[src/rtl/pmem_arbiter.sv]
// pmem_arbiter
// Shares the single physical-memory port between the I-cache line-fill path
// and the D-cache line-fill/writeback path. A request is captured when it is
// granted and held on pmem_* until pmem_resp. The completion pulse and the
// read line are steered back only to the cache that owns the transfer.
//
// Build option: define PMEM_ARB_ROUND_ROBIN_EN to alternate grants when both
// caches are waiting in IDLE. Without it the D-cache always wins a tie.
//
// Ports
//   clk, rst_n                       clock, synchronous active-low reset
//   icache_read/addr                 I-cache fill request (held until resp)
//   icache_resp/rdata                I-cache completion pulse and fill line
//   dcache_read/write/addr/wdata     D-cache fill or writeback request
//   dcache_resp/rdata                D-cache completion pulse and fill line
//   pmem_read/write/address/wdata    registered request to physical memory
//   pmem_resp/rdata                  physical memory completion and read line
module pmem_arbiter #(
  parameter int ADDR_W = 16,
  parameter int LINE_W = 128
) (
  input  logic              clk,
  input  logic              rst_n,
  input  logic              icache_read,
  input  logic [ADDR_W-1:0] icache_addr,
  output logic              icache_resp,
  output logic [LINE_W-1:0] icache_rdata,
  input  logic              dcache_read,
  input  logic              dcache_write,
  input  logic [ADDR_W-1:0] dcache_addr,
  input  logic [LINE_W-1:0] dcache_wdata,
  output logic              dcache_resp,
  output logic [LINE_W-1:0] dcache_rdata,
  output logic              pmem_read,
  output logic              pmem_write,
  output logic [ADDR_W-1:0] pmem_address,
  output logic [LINE_W-1:0] pmem_wdata,
  input  logic              pmem_resp,
  input  logic [LINE_W-1:0] pmem_rdata
);

  localparam logic [1:0] IDLE    = 2'd0;
  localparam logic [1:0] SERVE_I = 2'd1;
  localparam logic [1:0] SERVE_D = 2'd2;

  logic [1:0]        state_reg;
  logic              read_reg;
  logic              write_reg;
  logic [ADDR_W-1:0] addr_reg;
  logic [LINE_W-1:0] wdata_reg;

  logic i_pending;
  logic d_pending;
  logic grant_d;

  assign i_pending = icache_read;
  assign d_pending = dcache_read | dcache_write;

`ifdef PMEM_ARB_ROUND_ROBIN_EN
  // 0 = I-cache was served last, 1 = D-cache was served last.
  logic last_grant_d_reg;

  // On a tie the cache that was not served last goes first.
  assign grant_d = d_pending & (~i_pending | ~last_grant_d_reg);

  always_ff @(posedge clk) begin
    if (!rst_n) begin
      last_grant_d_reg <= 1'b0;
    end else if (state_reg != IDLE && pmem_resp) begin
      last_grant_d_reg <= (state_reg == SERVE_D);
    end
  end
`else
  assign grant_d = d_pending;
`endif

  // The pmem side is driven purely from captured registers so the caches
  // may change their inputs mid-transfer without disturbing memory.
  always_ff @(posedge clk) begin
    if (!rst_n) begin
      state_reg <= IDLE;
      read_reg  <= 1'b0;
      write_reg <= 1'b0;
      addr_reg  <= '0;
      wdata_reg <= '0;
    end else begin
      case (state_reg)
        IDLE: begin
          if (grant_d) begin
            state_reg <= SERVE_D;
            addr_reg  <= dcache_addr;
            wdata_reg <= dcache_wdata;
            // Write wins if both D strobes are (illegally) high.
            write_reg <= dcache_write;
            read_reg  <= ~dcache_write;
          end else if (i_pending) begin
            state_reg <= SERVE_I;
            addr_reg  <= icache_addr;
            write_reg <= 1'b0;
            read_reg  <= 1'b1;
          end
        end
        SERVE_I, SERVE_D: begin
          // Returning to IDLE forces one idle cycle between transfers so a
          // requester can drop its request after seeing resp.
          if (pmem_resp) begin
            state_reg <= IDLE;
            read_reg  <= 1'b0;
            write_reg <= 1'b0;
          end
        end
        default: begin
          state_reg <= IDLE;
          read_reg  <= 1'b0;
          write_reg <= 1'b0;
        end
      endcase
    end
  end

  assign pmem_read    = read_reg;
  assign pmem_write   = write_reg;
  assign pmem_address = addr_reg;
  assign pmem_wdata   = wdata_reg;

  // pmem_resp seen in IDLE matches neither serve state and is dropped.
  assign icache_resp  = (state_reg == SERVE_I) & pmem_resp;
  assign dcache_resp  = (state_reg == SERVE_D) & pmem_resp;
  assign icache_rdata = icache_resp ? pmem_rdata : '0;
  assign dcache_rdata = dcache_resp ? pmem_rdata : '0;

`ifndef SYNTHESIS
  always @(posedge clk) begin
    if (rst_n && dcache_read && dcache_write) begin
      $error("pmem_arbiter: dcache_read and dcache_write both high");
    end
  end
`endif

endmodule
[config.mk]
export PLATFORM = sky130hd
export DESIGN_NAME = pmem_arbiter
export DESIGN_NICKNAME = d
export VERILOG_FILES = /design/src/rtl/pmem_arbiter.sv
export SDC_FILE = /design/constraint.sdc
export NUM_CORES = 1
export LEC_CHECK = 0
export BUFFER_PORTS_ARGS = -buffer_cell sky130_fd_sc_hd__buf_4
export CAP_MARGIN = 40
export CORE_AREA = 4 4 270 272
export CTS_BUF_LIST = sky130_fd_sc_hd__clkbuf_2
export DETAILED_ROUTE_END_ITERATION = 10
export DIE_AREA = 0 0 274 276
export GPL_ROUTABILITY_DRIVEN = 0
export GPL_TIMING_DRIVEN = 0
export PLACE_DENSITY = 0.41
export SYNTH_ARGS = -nofsm -noshare
export SYNTH_HDL_FRONTEND = slang
export SYNTH_SLANG_ARGS = --single-unit
[constraint.sdc]
create_clock -name clk -period 1.3 [get_ports clk]
set_input_delay 0.195 -clock clk [delete_from_list [all_inputs] [get_ports clk]]
set_output_delay 0.195 -clock clk [all_outputs]
set_load 0.02 [all_outputs]
==> results.toml <==
[floorplan]
std_cell_rows = 98
ios = 698
initial_utilization = 0.106
fp.dieW_um = 274
fp.coreArea_sq_um = 70800
design.die.area_sq_um = 75600
dieHeight_um = 276

[clock_network]
clock_tree_from_tritoncts = "done"
clock_insertion_delay_worst_skew_ns = 0.90
cts_bufs_inserted = 17
tritoncts_num_sinks = 148
clk_root_buffer_cell = "clkbuf_2"
clk_pin_slew_ns = 0.30
clock_tree.buffer_depth = 2
htree_num_levels = 4

[sta]
worst_slew_margin_rel = 0.554
fin_crit_ns = 2.53
layout_setup_ws_ns = -1.23
skew_ns = 0.0711
worst_hold_slack_ns = 0.158
period_share = 1.95
rsz_0062_raised_after_global_routing = "yes"
finalHoldViolCount = 0
setup_viol = 550
fmax_ghz = 0.395
slew_violations = 0
worst_slew_pin_slew_ns = 0.669

[pwr]
pwr_dens_nw_per_um2 = 795
worst_ir_drop_vdd_v = 0.000636
power_switching_share = 0.389
clock_power_share = 0.160
internal-power_mw = 9.93
total_leakage_power_nw = 9.21
share_seq_of_total_power = 0.328
pwr-share-comb = 0.512
power.switching_mw = 6.33
total_power_mw = 16.3

[setup_path]
cp-end-kind = "output pin"
worst_reg2reg_setup_slack_ns = -0.43
cp_max_fo = 10
worstPathCellList = "buf_6, ha_4, clkbuf_16, clkbuf_16, and3_4, buf_6"
critical_path.reg2reg.startpoint = "state_reg[0]"
cp_data_required_time_ns = 1.11
timing.critical_path.arrival_ns = 2.34
path_class = "reg -> out"
critPathMaxStageDelay_ns = 0.43
r2r_cells = 10
critical_path.reg2reg.endpoint = "pmem_wdata[14]"
critPathLaunchType = "flip-flop"
critical-path-slowest-cell = "dfxtp_4"

[status]
status = "finished with violations"
violations = "setup timing"

[route]
detail_route.iter0.violations = 327
first_pass_iters = 5
routed_vias = 11663
wl_um = 66500
route.detailed.drc = 0
avgRoutedWirePerCell_um = 22.3
drt-vias-per-instance = 3.90
final_antenna_net_count = 0

[run]
max-cap-violations = 0

[synth]
synth-seq-cells = 148
synth_top_cell_area_share = 0.394
syn-instance-count = 971
yosys_cell_types = 29
nets_in_the_synthesized_netlist = 1268
avgSynthCellArea_sq_um = 7.74
synthesis.area_sq_um = 7520
post-synth-top-area-cell = "dfxtp_1"
yosysWarnings = 0
netlist_top_cells_area = "dfxtp_1, and3_1, nand2_1"
part_of_the_yosys_area_used_for_sequential_elements = 0.394

[worst_hold_path]
hold_path_depth = 4
hold_class = "in -> reg"
hold_path.startpoint = "dcache_wdata[15]"
whs_endpoint = "pmem_wdata[15]"

[cells_and_area]
area_delta_synth_final_pct = 172
fin_nets = 2309
final_core_density = 0.289
fillerInstances = 7489
post_route_cells_drive_above_1_share = 0.529
largest_register_ff_count = 128
design_area_sq_um = 20500

[global_routing]
first_global_vias = 12315
initial_antenna_violation_count = 39
globalRouteOverflowTotal = 0
global_route_usage_sum = 0.164
grt_pass1_wl_um = 90200
grt_max_degree = 17

[placement]
placedInstanceArea_sq_um = 15100
io_buffers = 694
post-dp-hpwl_um = 53600
-- routing by layer --
metal / GRT usage / up-vias / routed length (um)
met4: 0.0787 / 14 / 2890
met1: 0.159 / 5580 / 22900
met3: 0.0430 / 127 / 4490
met5: 0 / - / 87
li1: - / 5401 / -
met2: 0.317 / 541 / 36200
-- layout make-up --
class	instances	area, sq um	area share
Antenna cell	13	32.5	0.00159
Sequential cell	148	2970	0.145
Buffer	107	1270	0.0620
Inverter	2	7.51	0.000367
Multi-Input combinational cell	714	5210	0.255
Tap cell	950	1190	0.0581
Timing Repair Buffer	1022	9570	0.468
Clock inverter	15	120	0.00587
Clock buffer	17	85.1	0.00416
-- how the worst max path moves through the flow --
stage                     slack [ns]                end         start  cells after the start
after floorplan                -0.03  dcache_rdata[100]  state_reg[0]                      5
after global placement         -0.80   icache_rdata[44]     pmem_resp                      5
after detailed placement       -0.82   icache_rdata[44]     pmem_resp                      5
after CTS                      -1.42   icache_rdata[94]  state_reg[0]                      6
after global routing           -1.42   dcache_rdata[84]  state_reg[1]                      6
final                          -1.23   icache_rdata[44]  state_reg[0]                      6
-- cells in the final DEF (no fill, tap or decap), types with 4 or more instances in the layout --
cell	n
dfxtp_1	143
inv_6	6
a21boi_1	115
and3_2	6
clkbuf_2	18
buf_12	5
a21oi_1	19
diode_2	13
and3_4	219
buf_2	4
buf_6	223
nand2_1	256
and3_1	31
buf_8	23
mux2i_1	16
clkbuf_1	40
a21boi_2	5
buf_4	489
o21ai_0	18
dlygate4sd3_1	292
a21boi_0	9
dfxtp_2	4
clkbuf_8	10
clkbuf_16	37
-- Yosys cell counts --
cell,instances
a21boi_0,9
a21boi_1,120
a21oi_1,19
and2_1,2
and3_1,256
buf_1,2
buf_12,1
buf_2,15
buf_4,18
buf_6,1
clkbuf_1,69
clkbuf_2,1
dfxtp_1,148
ha_1,3
inv_1,2
mux2i_1,16
nand2_1,257
nand2b_1,1
nand3b_1,1
nand4_1,1
nor2_1,2
nor2_4,1
nor2b_1,3
nor3b_2,1
o21a_1,1
o21ai_0,18
o21ai_1,1
o221a_2,1
o31a_1,1
-- kinds of logic after synthesis --
family                     count (synthesis)  share of synthesized area
muxes                                     16                     0.0213
AOI/OAI and AO/OA                        170                      0.158
adders and majority gates                  3                    0.00499
buffers and inverters                    109                     0.0693
and+or+nand+nor                          525                      0.352
DFF                                      148                      0.394
-- metrics by stage --
stage	std cells	setup slack, ns	setup TNS (ns)
floorplan	971	-0.0330	-2.96
global placement	2615	-0.798	-193.75
detailed placement	2617	-0.822	-189.47
CTS	2961	-1.42	-476.09
global route	2987	-1.42	-485.41
finish	2988	-1.23	-393.19
-- timing repair --
action | 4_1_cts | 5_1_grt
endpoints found under the hold margin | 148 | 0
hold buffers | 292 | 0
gates resized for setup | 314 | 81
pin swaps | 56 | 8
setup endpoints to repair | 550 | 552
cloned | 17 | 8
setup buffers | 3 | 6
-- worst max-delay path, delay by kind of cell, from the launching register on --
family | cells | cell delay, ns
AND/OR/NAND/NOR | 1 | 0.20
adder cells (fa/ha/maj) | 1 | 0.20
flip-flops | 1 | 0.43
buffers and inverters | 4 | 0.60
-- power by group through the flow --
stage,Sequential (mW),Combinational (mW),Clock (mW)
CTS,5.33,7.77,2.80
global placement,5.39,6.20,0
floorplan,5.97,2.59,0
finish,5.33,8.33,2.59
detailed placement,5.41,6.23,0
global route,5.40,8.83,2.96
Power figures use the tool's default switching activity.
